[src/rtl/sdprf16x22_fifo_ctrl.sv]
// sdprf16x22_fifo_ctrl: FWFT FIFO sequencer for an external 16x22 SDP RAM with 1-cycle read.
// A 2-entry prefetch buffer hides the RAM read latency so one pop per cycle is sustained.
module sdprf16x22_fifo_ctrl #(
  parameter int DW       = 22,
  parameter int AW       = 4,
  parameter int AFULL_TH = 14
) (
  input  logic          clock,
  input  logic          aclr,
  input  logic          wr_en,
  input  logic [DW-1:0] wr_data,
  output logic          full,
  output logic          almost_full,
  input  logic          rd_en,
  output logic [DW-1:0] rd_data,
  output logic          rd_valid,
  output logic [AW:0]   count,
  output logic          ovf,
  output logic          udf,
  input  logic          err_clr,
  output logic [DW-1:0] ram_data,
  output logic [AW-1:0] ram_wraddress,
  output logic          ram_wren,
  output logic [AW-1:0] ram_rdaddress,
  output logic          ram_rden,
  input  logic [DW-1:0] ram_q
);
  localparam logic [AW:0] L_DEPTH = (AW+1)'(1 << AW);
  localparam logic [AW:0] L_AFULL = (AW+1)'(AFULL_TH);

  logic [AW-1:0] r_wptr, r_rptr;
  logic [AW:0]   r_ram_cnt, r_count;
  logic          r_inflight, r_full, r_afull, r_ovf, r_udf;
  logic [1:0]    r_buf_cnt;
  logic [DW-1:0] r_buf0, r_buf1;

  logic          w_push, w_pop, w_issue;
  logic [1:0]    w_bp, w_buf_cnt_n;
  logic [AW:0]   w_ram_cnt_n, w_count_n;
  logic [DW-1:0] w_head, w_buf0_n, w_buf1_n;

  assign w_push      = wr_en & ~r_full & ~aclr;
  assign w_pop       = rd_en & (r_buf_cnt != 2'd0);
  // Issue only if the buffer can still absorb the word once it lands next cycle
  assign w_issue     = (r_ram_cnt != '0) &
                       (({1'b0, r_buf_cnt} + {2'b0, r_inflight} - {2'b0, w_pop}) < 3'd2);
  assign w_ram_cnt_n = r_ram_cnt + (AW+1)'(w_push) - (AW+1)'(w_issue);
  assign w_bp        = r_buf_cnt - {1'b0, w_pop};
  assign w_buf_cnt_n = w_bp + {1'b0, r_inflight};
  assign w_count_n   = w_ram_cnt_n + (AW+1)'(w_issue) + (AW+1)'(w_buf_cnt_n);
  assign w_head      = w_pop ? r_buf1 : r_buf0;
  assign w_buf0_n    = (r_inflight && w_bp == 2'd0) ? ram_q : w_head;
  assign w_buf1_n    = (r_inflight && w_bp == 2'd1) ? ram_q : r_buf1;

  always_ff @(posedge clock or posedge aclr) begin
    if (aclr) begin
      r_wptr     <= '0;
      r_rptr     <= '0;
      r_ram_cnt  <= '0;
      r_count    <= '0;
      r_inflight <= 1'b0;
      r_full     <= 1'b0;
      r_afull    <= 1'b0;
      r_ovf      <= 1'b0;
      r_udf      <= 1'b0;
      r_buf_cnt  <= '0;
      r_buf0     <= '0;
      r_buf1     <= '0;
    end else begin
      r_wptr     <= r_wptr + AW'(w_push);
      r_rptr     <= r_rptr + AW'(w_issue);
      r_ram_cnt  <= w_ram_cnt_n;
      r_count    <= w_count_n;
      r_inflight <= w_issue;
      r_full     <= w_count_n == L_DEPTH;
      r_afull    <= w_count_n >= L_AFULL;
      r_ovf      <= err_clr ? 1'b0 : r_ovf | (wr_en & r_full);
      r_udf      <= err_clr ? 1'b0 : r_udf | (rd_en & ~rd_valid);
      r_buf_cnt  <= w_buf_cnt_n;
      r_buf0     <= w_buf0_n;
      r_buf1     <= w_buf1_n;
    end
  end

  assign full          = r_full;
  assign almost_full   = r_afull;
  assign rd_valid      = r_buf_cnt != 2'd0;
  assign rd_data       = r_buf0;
  assign count         = r_count;
  assign ovf           = r_ovf;
  assign udf           = r_udf;
  assign ram_data      = wr_data;
  assign ram_wraddress = r_wptr;
  assign ram_wren      = w_push;
  assign ram_rdaddress = r_rptr;
  assign ram_rden      = w_issue;
endmodule

[config.mk]
export PLATFORM = sky130hd
export DESIGN_NAME = sdprf16x22_fifo_ctrl
export DESIGN_NICKNAME = d
export VERILOG_FILES = /design/src/rtl/sdprf16x22_fifo_ctrl.sv
export SDC_FILE = /design/constraint.sdc
export NUM_CORES = 1
export LEC_CHECK = 0
export ABC_CLOCK_PERIOD_IN_PS = 4200
export BUFFER_PORTS_ARGS = -buffer_cell sky130_fd_sc_hd__buf_2
export CORE_UTILIZATION = 45
export DETAILED_ROUTE_END_ITERATION = 7
export PLACE_DENSITY = 0.76
export SYNTH_ARGS = -nofsm -noshare
export SYNTH_HDL_FRONTEND = slang
export SYNTH_SLANG_ARGS = --single-unit
export TNS_END_PERCENT = 100
[constraint.sdc]
create_clock -name clock -period 4.2 [get_ports clock]
set_input_delay 0 -clock clock [delete_from_list [all_inputs] [get_ports clock]]
set_output_delay 0 -clock clock [all_outputs]
set_load 0.01 [all_outputs]
==> impl_metrics.env <==
export IMPL_path_class="flip-flop to flip-flop"
export IMPL_cp_required_ns=4.43
export IMPL_fp_dieW_um=87.3
export IMPL_wire_per_inst_um=13.8
export IMPL_powerDensity_nw_per_um2=926
export IMPL_top_usage_layer="met2"
export IMPL_cp_buffers_inverters=5
export IMPL_htreeDepth=3
export IMPL_fp_dieArea_um2=7610
export IMPL_num_rows=30
export IMPL_slew_headroom_pct=59.1
export IMPL_grt_max_degree=45
export IMPL_post_route_cells_drive_above_1_share_pct=35.4
export IMPL_clk_latency_ns=0.34
export IMPL_pre_cts_ws_ns=0.0194
export IMPL_syn_inst=269
export IMPL_fin_crit_ns=4.00
export IMPL_ys_seq_area_share_pct=52.8
export IMPL_cts_tree="yes"
export IMPL_port_buffer_count=68
export IMPL_irDropWorstVdd_uv=1050
export IMPL_grt_usage_pct=16.9
export IMPL_diodes=0
export IMPL_finalSetupTns_ns=0
export IMPL_fp_coreArea_um2=6910
export IMPL_drt_pass1_iterations=4
export IMPL_postRouteAntennaNets=0
export IMPL_clock_path_buffers=2
export IMPL_grt_pass1_wl_um=9680
export IMPL_fin_worst_skew_ns=0.00666
export IMPL_fmax_ghz=0.250
export IMPL_critPathArrivalTime_ns=4.23
export IMPL_ys_types=34
export IMPL_critPathTopFamily="adder cells"
export IMPL_finalSetupViolations=0
export IMPL_place_congestion=0.811
export IMPL_crit_path_cell_trace="nand3b_1, o21a_1, inv_1, nand2_1, fa_2, inv_1, nor4_2, inv_1, nand2_1, ha_1, inv_1, fa_1, inv_1, fa_2, and3_4, mux2i_1, xor2_1, a21bo_1"
export IMPL_worst_slack_ns=0.200
export IMPL_worst_slew_pin_slew_ns=0.612
export IMPL_cts_buffers=9
export IMPL_fill_cells=570
export IMPL_status="finished clean"
export IMPL_crit_path_end_kind="flip-flop"
export IMPL_clock_sinks=69
export IMPL_cpMostUsedCell="inv_1"
export IMPL_syn_avg_cell_area_um2=12.2
export IMPL_antenna_found_initial=0
export IMPL_multi_input_area_um2=1310
export IMPL_nets=415
export IMPL_overflow=0
export IMPL_crit_slowest_cell="fa_2"
export IMPL_num_io_pins=113
export IMPL_synth_warnings=0
export IMPL_p_leak_nw=2.04
export IMPL_crit_path_start_kind="flip-flop"
export IMPL_cap_violations=0
export IMPL_hold_viol=0
export IMPL_maxSlewViolCount=0
export IMPL_met3_usage_pct=5.12
export IMPL_ys_ff_latch=69
export IMPL_area_growth_pct=24.3
export IMPL_drt_initial_drc_count=51
export IMPL_start_util_pct=47.4
export IMPL_timing_hold_ws_ns=0.00000446
export IMPL_clk_pin_slew_ns=0.07
export IMPL_vias_per_cell=4.83
export IMPL_hpwl_um=4040
export IMPL_die_h_um=87.3
export IMPL_regArea_um2=1730
export IMPL_post_route_util_pct=58.9
export IMPL_grt_pass1_vias=2121
export IMPL_min_period_over_period_pct=95.2
export IMPL_cp_max_fo=3
export IMPL_critPathMaxStageDelay_ns=0.52
export IMPL_met1_usage_pct=21.4
export IMPL_min_delay_path_class="primary input to output pin"
export IMPL_grtUsageMet2_pct=26.8
export IMPL_clockRootBuffer="clkbuf_8"
export IMPL_vias=2184
export IMPL_synth_area_um2=3270
export IMPL_wl_um=6230
export IMPL_synth_nets=333
export IMPL_drc=0
## area by class of cell
class	instances	area share [%]
Timing Repair Buffer	101	16.1
Multi-Input combinational cell	155	32.2
Clock inverter	6	1.54
Clock buffer	10	3.38
Inverter	15	1.38
Sequential cell	69	42.5
Tap cell	96	2.95
## cells in the mapped netlist (all sizes together)
master,instances,area (µm²)
nand2,4,15.0
o21ai,1,5.00
xnor2,5,43.8
and3,1,11.3
a21o,2,15.0
nor3,2,21.3
nor3b,4,35.0
a21oi,26,130
o21a,1,7.51
nor4b,1,23.8
nor2b,1,6.26
inv,15,56.3
clkbuf,2,7.51
dfrtp,69,1730
and2,2,12.5
buf,28,200
or2b,1,8.76
a31oi,1,6.26
fa,3,60.1
ha,12,150
nand3,2,10.0
xor2,10,103
nand3b,2,15.0
nor2,26,97.6
mux2i,23,230
nor4,1,6.26
a21bo,1,10.0
mux2,22,248
a41oi,1,8.76
## path summary, 6_finish.rpt
check	start	end	slack [ns]	cells after the start
worst max-delay path	r_buf_cnt[0]	almost_full	0.20	18
worst min-delay path	wr_data[13]	ram_data[13]	0.000004	0
worst max register to register	r_buf_cnt[0]	almost_full	0.20	18
worst min register to register	ram_rdaddress[3]	ram_rdaddress[3]	0.48	1
max in group asynchronous	aclr	r_buf1[4]	2.96	4
min in group asynchronous	aclr	r_ram_cnt[4]	0.30	3
## through the flow
step	instances	instance area, µm²	total power [mW]
after global placement	409	3570	3.08
after CTS	451	4040	3.73
after detailed placement	409	3570	3.15
after floorplan	269	3270	2.63
final	452	4070	3.77
after global routing	452	4070	4.07
## where the power goes
| part | internal (mW) | switching [mW] | total, mW |
|---|---|---|---|
| clock | 0.288 | 0.244 | 0.532 |
| sequential | 1.03 | 0.181 | 1.21 |
| combinational | 0.960 | 1.06 | 2.02 |
| total | 2.28 | 1.49 | 3.77 |
## layer usage
layer	wire length, µm	up-vias
met5	0	-
met4	95	0
met3	302	13
met2	2990	65
met1	2850	1062
li1	-	1044
## state kept, by name, indices dropped and copies added (netlist names)
name	count
almost_full	1
count	5
full	1
ovf	1
r_buf1	22
r_buf_cnt	2
r_inflight	1
r_ram_cnt	5
ram_rdaddress	4
ram_wraddress	4
rd_data	22
udf	1
## worst reg2reg max path: stages, from the launching register on
cell and delay [ns]:
dfrtp_1 0.38, nand3b_1 0.20, o21a_1 0.15, inv_1 0.07
nand2_1 0.07, fa_2 0.52, inv_1 0.08, nor4_2 0.26
inv_1 0.09, nand2_1 0.07, ha_1 0.17, inv_1 0.06
fa_1 0.48, inv_1 0.08, fa_2 0.37, and3_4 0.19
mux2i_1 0.17, xor2_1 0.25, a21bo_1 0.23
## cells in the final DEF (no fill, tap or decap), types with 2 or more instances in the layout
cell           instances
a21o_1                 2
a21oi_1               26
and2_1                 2
buf_2                 68
buf_4                  7
clkbuf_8              10
clkinv_2               2
clkinvlp_4             3
dfrtp_1               69
dlygate4sd3_1         26
fa_2                   2
ha_1                  11
inv_1                 13
inv_2                  2
mux2_2                22
mux2i_1               23
nand2_1                4
nand3_1                2
nand3b_1               2
nor2_1                26
nor3b_1                3
xnor2_1                5
xor2_1                 8
xor2_2                 2
## logic make-up (layout without fill, tap and decap cells)
kind of cell             Yosys count  count (layout)  share of synthesized area [%]
AO/OA/AOI/OAI                     33              33                           5.59
XOR/XNOR                          15              15                           4.48
adder cells (fa/ha/maj)           15              15                           6.43
buffers and inverters             45             132                           8.07
flip-flops                        69              69                           52.8
multiplexers                      45              45                           14.6
AND/OR/NAND/NOR                   47              47                           8.03
## repair_timing
action,in CTS,in global routing
hold buffers,26,0
setup endpoints to repair,1,3
buffers inserted,0,1
resized for setup,1,3
pin swaps,0,2
endpoints found under the hold margin,74,0
Note: power is estimated with default switching activity, not from simulation.
